**src/rtl/sys_cmd_master.sv**
```systemverilog
// Host-side command initiator: serialises one command onto the UART TX byte interface and
// assembles the response bytes from UART RX. Define SYS_CMD_MASTER_STATS_EN for stray/timeout counters.
module sys_cmd_master #(
    parameter int DATA_WIDTH     = 8,
    parameter int TIMEOUT_CYCLES = 1024
) (
    input  logic                    CLK,
    input  logic                    RST,
    input  logic                    cmd_valid,
    output logic                    cmd_ready,
    input  logic [1:0]              cmd_type,
    input  logic [DATA_WIDTH-1:0]   cmd_addr,
    input  logic [DATA_WIDTH-1:0]   cmd_data_a,
    input  logic [DATA_WIDTH-1:0]   cmd_data_b,
    input  logic [3:0]              cmd_fun,
    output logic [DATA_WIDTH-1:0]   TX_P_Data,
    output logic                    TX_D_VLD,
    input  logic                    tx_busy,
    input  logic [DATA_WIDTH-1:0]   RX_P_Data,
    input  logic                    RX_D_VLD,
    output logic                    rsp_valid,
    output logic [2*DATA_WIDTH-1:0] rsp_data,
    output logic                    rsp_timeout,
`ifdef SYS_CMD_MASTER_STATS_EN
    output logic [7:0]              stray_cnt,
    output logic [7:0]              timeout_cnt,
`endif
    output logic [2:0]              dbg_state
);
    // Handshakes: a command transfers on cmd_valid && cmd_ready; a TX byte transfers on
    // TX_D_VLD && !tx_busy; RX_D_VLD is a one-cycle strobe with no back-pressure.
    localparam int CNT_W = (TIMEOUT_CYCLES > 1) ? $clog2(TIMEOUT_CYCLES) : 1;
    localparam logic [CNT_W-1:0] TMO_LAST = CNT_W'(TIMEOUT_CYCLES - 1);

    localparam logic [DATA_WIDTH-1:0] OP_RF_WR   = DATA_WIDTH'(8'hAA);
    localparam logic [DATA_WIDTH-1:0] OP_RF_RD   = DATA_WIDTH'(8'hBB);
    localparam logic [DATA_WIDTH-1:0] OP_ALU_OP  = DATA_WIDTH'(8'hCC);
    localparam logic [DATA_WIDTH-1:0] OP_ALU_NOP = DATA_WIDTH'(8'hDD);
    localparam logic [DATA_WIDTH-1:0] ZERO_BYTE  = '0;

    typedef enum logic [1:0] {CMD_RF_WR, CMD_RF_RD, CMD_ALU_OP, CMD_ALU_NOP} cmd_t;
    typedef enum logic [2:0] {IDLE, SEND, WAIT_LO, WAIT_HI, DONE} state_t;

    state_t                         state_q, state_d;
    cmd_t                           type_q, type_d;
    logic [3:0][DATA_WIDTH-1:0]     frame_q, frame_d;
    logic [1:0]                     last_q, last_d;
    logic [1:0]                     idx_q, idx_d;
    logic [DATA_WIDTH-1:0]          tx_data_q, tx_data_d;
    logic                           tx_vld_q, tx_vld_d;
    logic                           ready_q, ready_d;
    logic                           rsp_valid_q, rsp_valid_d;
    logic [2*DATA_WIDTH-1:0]        rsp_data_q, rsp_data_d;
    logic                           rsp_tmo_q, rsp_tmo_d;
    logic [CNT_W-1:0]               tmo_cnt_q, tmo_cnt_d;
    logic [DATA_WIDTH-1:0]          fun_ext;

    assign fun_ext = DATA_WIDTH'(cmd_fun);

    always_comb begin
        state_d     = state_q;
        type_d      = type_q;
        frame_d     = frame_q;
        last_d      = last_q;
        idx_d       = idx_q;
        tx_data_d   = tx_data_q;
        tx_vld_d    = tx_vld_q;
        ready_d     = ready_q;
        rsp_valid_d = 1'b0;
        rsp_data_d  = rsp_data_q;
        rsp_tmo_d   = rsp_tmo_q;
        tmo_cnt_d   = tmo_cnt_q;
        unique case (state_q)
            IDLE: begin
                if (cmd_valid && ready_q) begin
                    type_d     = cmd_t'(cmd_type);
                    rsp_data_d = '0;
                    rsp_tmo_d  = 1'b0;
                    idx_d      = 2'd0;
                    unique case (cmd_t'(cmd_type))
                        CMD_RF_WR: begin
                            frame_d = {ZERO_BYTE, cmd_data_a, cmd_addr, OP_RF_WR};
                            last_d  = 2'd2;
                        end
                        CMD_RF_RD: begin
                            frame_d = {ZERO_BYTE, ZERO_BYTE, cmd_addr, OP_RF_RD};
                            last_d  = 2'd1;
                        end
                        CMD_ALU_OP: begin
                            frame_d = {fun_ext, cmd_data_b, cmd_data_a, OP_ALU_OP};
                            last_d  = 2'd3;
                        end
                        default: begin
                            frame_d = {ZERO_BYTE, ZERO_BYTE, fun_ext, OP_ALU_NOP};
                            last_d  = 2'd1;
                        end
                    endcase
                    tx_data_d = frame_d[0];
                    tx_vld_d  = 1'b1;
                    ready_d   = 1'b0;
                    state_d   = SEND;
                end
            end
            SEND: begin
                if (tx_vld_q && !tx_busy) begin
                    if (idx_q == last_q) begin
                        tx_vld_d  = 1'b0;
                        tmo_cnt_d = '0;
                        if (type_q == CMD_RF_WR) begin
                            rsp_valid_d = 1'b1;
                            state_d     = DONE;
                        end else begin
                            state_d = WAIT_LO;
                        end
                    end else begin
                        idx_d     = idx_q + 2'd1;
                        tx_data_d = frame_q[idx_d];
                    end
                end
            end
            WAIT_LO, WAIT_HI: begin
                // A byte arriving on the last allowed cycle still wins over the timeout.
                if (RX_D_VLD) begin
                    tmo_cnt_d = '0;
                    if (state_q == WAIT_LO) begin
                        rsp_data_d[DATA_WIDTH-1:0] = RX_P_Data;
                    end else begin
                        rsp_data_d[2*DATA_WIDTH-1:DATA_WIDTH] = RX_P_Data;
                    end
                    if (state_q == WAIT_HI || type_q == CMD_RF_RD) begin
                        rsp_valid_d = 1'b1;
                        state_d     = DONE;
                    end else begin
                        state_d = WAIT_HI;
                    end
                end else if (tmo_cnt_q == TMO_LAST) begin
                    rsp_valid_d = 1'b1;
                    rsp_tmo_d   = 1'b1;
                    state_d     = DONE;
                end else begin
                    tmo_cnt_d = tmo_cnt_q + CNT_W'(1);
                end
            end
            DONE: begin
                ready_d = 1'b1;
                state_d = IDLE;
            end
            default: begin
                state_d = IDLE;
            end
        endcase
    end

    always_ff @(posedge CLK or negedge RST) begin
        if (!RST) begin
            state_q     <= IDLE;
            type_q      <= CMD_RF_WR;
            frame_q     <= '0;
            last_q      <= 2'd0;
            idx_q       <= 2'd0;
            tx_data_q   <= '0;
            tx_vld_q    <= 1'b0;
            ready_q     <= 1'b1;
            rsp_valid_q <= 1'b0;
            rsp_data_q  <= '0;
            rsp_tmo_q   <= 1'b0;
            tmo_cnt_q   <= '0;
        end else begin
            state_q     <= state_d;
            type_q      <= type_d;
            frame_q     <= frame_d;
            last_q      <= last_d;
            idx_q       <= idx_d;
            tx_data_q   <= tx_data_d;
            tx_vld_q    <= tx_vld_d;
            ready_q     <= ready_d;
            rsp_valid_q <= rsp_valid_d;
            rsp_data_q  <= rsp_data_d;
            rsp_tmo_q   <= rsp_tmo_d;
            tmo_cnt_q   <= tmo_cnt_d;
        end
    end

    assign cmd_ready   = ready_q;
    assign TX_P_Data   = tx_data_q;
    assign TX_D_VLD    = tx_vld_q;
    assign rsp_valid   = rsp_valid_q;
    assign rsp_data    = rsp_data_q;
    assign rsp_timeout = rsp_tmo_q;
    assign dbg_state   = state_q;

`ifdef SYS_CMD_MASTER_STATS_EN
    logic       stray_evt;
    logic       tmo_evt;
    logic [7:0] stray_cnt_q;
    logic [7:0] timeout_cnt_q;

    assign stray_evt = RX_D_VLD && (state_q == IDLE || state_q == SEND || state_q == DONE);
    assign tmo_evt   = !RX_D_VLD && (state_q == WAIT_LO || state_q == WAIT_HI) &&
                       (tmo_cnt_q == TMO_LAST);

    always_ff @(posedge CLK or negedge RST) begin
        if (!RST) begin
            stray_cnt_q   <= 8'd0;
            timeout_cnt_q <= 8'd0;
        end else begin
            if (stray_evt && stray_cnt_q != 8'hFF) begin
                stray_cnt_q <= stray_cnt_q + 8'd1;
            end
            if (tmo_evt && timeout_cnt_q != 8'hFF) begin
                timeout_cnt_q <= timeout_cnt_q + 8'd1;
            end
        end
    end

    assign stray_cnt   = stray_cnt_q;
    assign timeout_cnt = timeout_cnt_q;
`endif

endmodule

```
**config.mk**
```make
export PLATFORM = sky130hd
export DESIGN_NAME = sys_cmd_master
export DESIGN_NICKNAME = d
export VERILOG_FILES = /design/src/rtl/sys_cmd_master.sv
export SDC_FILE = /design/constraint.sdc
export NUM_CORES = 1
export LEC_CHECK = 0
export ABC_AREA = 1
export CAP_MARGIN = 20
export CORE_MARGIN = 5
export CORE_UTILIZATION = 47
export DETAILED_ROUTE_END_ITERATION = 8
export GPL_ROUTABILITY_DRIVEN = 1
export PLACE_DENSITY = 0.74
export SLEW_MARGIN = 0
export SYNTH_ARGS = -nofsm -noshare
export SYNTH_HDL_FRONTEND = slang
export SYNTH_SLANG_ARGS = --single-unit
```
**constraint.sdc**
```tcl
create_clock -name CLK -period 1.5 [get_ports CLK]
set_input_delay 0.3 -clock CLK [delete_from_list [all_inputs] [get_ports CLK]]
set_output_delay 0.3 -clock CLK [all_outputs]
set_load 0.01 [all_outputs]
```
==> results.txt <==
CP Launch Type: register
# clock sinks: 71
Worst Hold Class: input port to async pin
area of the multi-input gates: 1872 um^2
Reg2Reg Setup Slack: -0.06 ns
Leakage Power: 2.578 nW
failing checks: negative setup slack
Num CTS Buffers: 9
Slew Limit Fails: 0
CP Class: register to register
gr ovfl total: 0
overall power: 3.736 mW
Max Root-Sink Buffers: 2
DP HPWL: 6772 um
Wirelength per Cell: 16.25 um
register bit total from synthesis: 71
Hold Vio Cnt, Final: 0
fin nets: 615
yosys warns: 0
core outline area: 7647 um^2
Clock Pin Slew Worst Setup and Hold Paths: 0.09 ns
GP Congestion: 0.8618
Iter 0 DRT Violations: 282
DIE WIDTH: 97.97 um
synth unique cells: 38
Clock Root Buffer: clkbuf_8
syn avg cell area: 8.248 um^2
Via density: 5.347
Layout Cells excl Fill: 678
synthesized instance count: 441
placed cells: 641
FF-to-FF End: rsp_data[12]
Routed Antenna Nets: 0
Sequential Area: 1782 um^2
H-tree lvl count: 3
RSZ-0062 raised after global routing: yes
global-route wire length before repair: 15900 um
initial antenna violation count: 0
site row count: 32
r2r worst-path depth: 8
Rel. slew slack: 0.6367
port buffer count: 73
CP endpoint kind: register
post-synthesis sequential area ratio: 0.4888
Max Cap Violations: 0
pin count of the biggest net entering global routing: 38
worst skew pair latency: 0.35 ns
CP max FO: 8
Initial DRT Pass Iterations: 5
measured slew at the worst slew-check pin: 0.5429 ns
fin crit period: 1.562 ns
Data arrival, critical path: 1.84 ns
via count: 3625
CTS tree: done
full die area: 9598 um^2
Worst VDD drop: 0.4036 mV
Starting Density: 0.4756
Setup violations, final: 22
Residual DRC: 0
ANT cells: 0
GRT Util Overall: 0.2023
Crit Reg-Reg Startpoint: dbg_state[2]
Final WS setup: -0.06151 ns
synth-to-layout area growth: 48.50%
Period Utilization, post-route: 1.041
Final Skew: 0.01096 ns
final wirelength: 11020 um
vias in the first global route: 3360
Filler cells: 573
Required @ worst endpoint: 1.78 ns
PD cells: 691.8 nW/um^2
Syn Nets: 485
share of layout cells above drive strength 1: 0.2813
I/O Pins: 74
Die Y: 97.97 um
status: finished, violations left
synthesized area: 3637 um^2
f_max: 640.4 MHz
worst max-delay path: stages (launching register included):
cell     delay (ns)
dfrtp_1        0.40
buf_6          0.13
nor2_4         0.17
nand2_4        0.09
nor2_4         0.15
inv_2          0.09
nand2_4        0.11
nand3_4        0.17
o21ai_2        0.18
kinds of logic (layout without fill, tap and decap cells):
group	after synthesis	after routing	share of synthesized area
DFF	71	71	0.4888
AOI/OAI and AO/OA	62	62	0.1108
adders and majority gates	1	1	0.003439
xor gates and xnor gates	2	2	0.004817
and+or+nand+nor	254	258	0.3278
buffers and inverters	51	182	0.06433
sequential cells by signal, indices dropped and copies added, names as in the netlist:
| name | flops |
|---|---|
| TX_D_VLD | 1 |
| rsp_data | 16 |
| frame_q | 24 |
| last_q | 2 |
| dbg_state | 3 |
| TX_P_Data | 8 |
| type_q | 2 |
| tmo_cnt_q | 10 |
| rsp_valid | 1 |
| idx_q | 2 |
| rsp_timeout | 1 |
| cmd_ready | 1 |
Yosys cell counts, drive strengths merged:
cell type  number  area (um^2)
clkinv          1        3.750
nor3            1        5.000
o21bai          1        7.510
xor2            1        8.760
o211ai          1        7.510
o21a            4        30.03
a21oi          10        50.05
nand2         172        703.2
a21o            1        7.510
xnor2           1        8.760
a22o            4        35.03
o21ai          39        251.5
a31oi           1        6.260
nor2           18        85.08
ha              1        12.51
inv            34        127.6
clkbuf          2        7.510
nand3b          2        15.01
a21boi          1        7.510
nand4          13        81.33
or2             3        18.77
dfrtp          70         1752
dfstp           1        26.28
nand3          44        262.8
nor4            1        21.27
buf            14        95.09
worst max path at each step:
| stage | startpoint | endpoint | cells past startpoint |
|---|---|---|---|
| after floorplan | dbg_state[2] | rsp_data[13] | 9 |
| after global placement | cmd_valid | rsp_data[4] | 8 |
| after detailed placement | cmd_valid | TX_P_Data[2] | 9 |
| after CTS | dbg_state[2] | rsp_data[9] | 9 |
| after global routing | idx_q[0] | TX_D_VLD | 7 |
| final | dbg_state[2] | rsp_data[12] | 8 |
what timing repair did:
action                                  CTS  global route
endpoints found under the setup margin   44            63
hold buffers                              1             0
cloned                                    1             5
resized for setup                        43            70
pin swaps                                 1            14
endpoints found under the hold margin    16             0
buffers inserted                          3            11
layout make-up:
| cell class | count | area share |
|---|---|---|
| multi-input cells | 323 | 0.3465 |
| clock buffers | 9 | 0.02293 |
| flip-flops and latches | 71 | 0.3299 |
| clock inverters | 7 | 0.01506 |
| well taps | 102 | 0.02363 |
| repair buffers | 131 | 0.2353 |
| inverters | 35 | 0.02664 |
per-stage QoR:
step                TNS (ns)  area, um^2    util  setup slack, ns  hold WS, ns
floorplan                  0        3637       -          0.03199     0.004409
global placement      -7.911        4758  0.6222          -0.1853       0.2722
detailed placement    -10.20        4758  0.6222          -0.2559       0.2698
CTS                  -0.2449        5016  0.6559         -0.03433       0.4236
global route          -3.731        5401  0.7063          -0.1410       0.4753
finish               -0.6866        5401  0.7063         -0.06151       0.4324
layout by cell type, fill, tap and decap left out, types with 8 or more instances in the layout:
| cell type | instances |
|---|---|
| o21ai_2 | 16 |
| nand2_1 | 143 |
| inv_1 | 25 |
| nand3_1 | 37 |
| nand4_1 | 13 |
| nor2_4 | 8 |
| dfrtp_1 | 67 |
| o21ai_0 | 16 |
| buf_4 | 42 |
| clkdlybuf4s50_1 | 41 |
| nand2_2 | 21 |
| clkbuf_8 | 9 |
| dlygate4sd2_1 | 27 |
| nor2_1 | 9 |
report_power, final:
group,internal (mW),switching [mW]
sequential,1.91,0
combinational,0.139,0.109
clock,0.788,0.789
routing by layer:
metal	up-vias	share of wire	GRT usage
met2	168	0.50	0.3272
met5	-	0	0
met1	1712	0.41	0.2631
met4	0	0.025	0.07881
li1	1717	-	-
met3	28	0.062	0.04857
(Power assumes the default switching activity.)
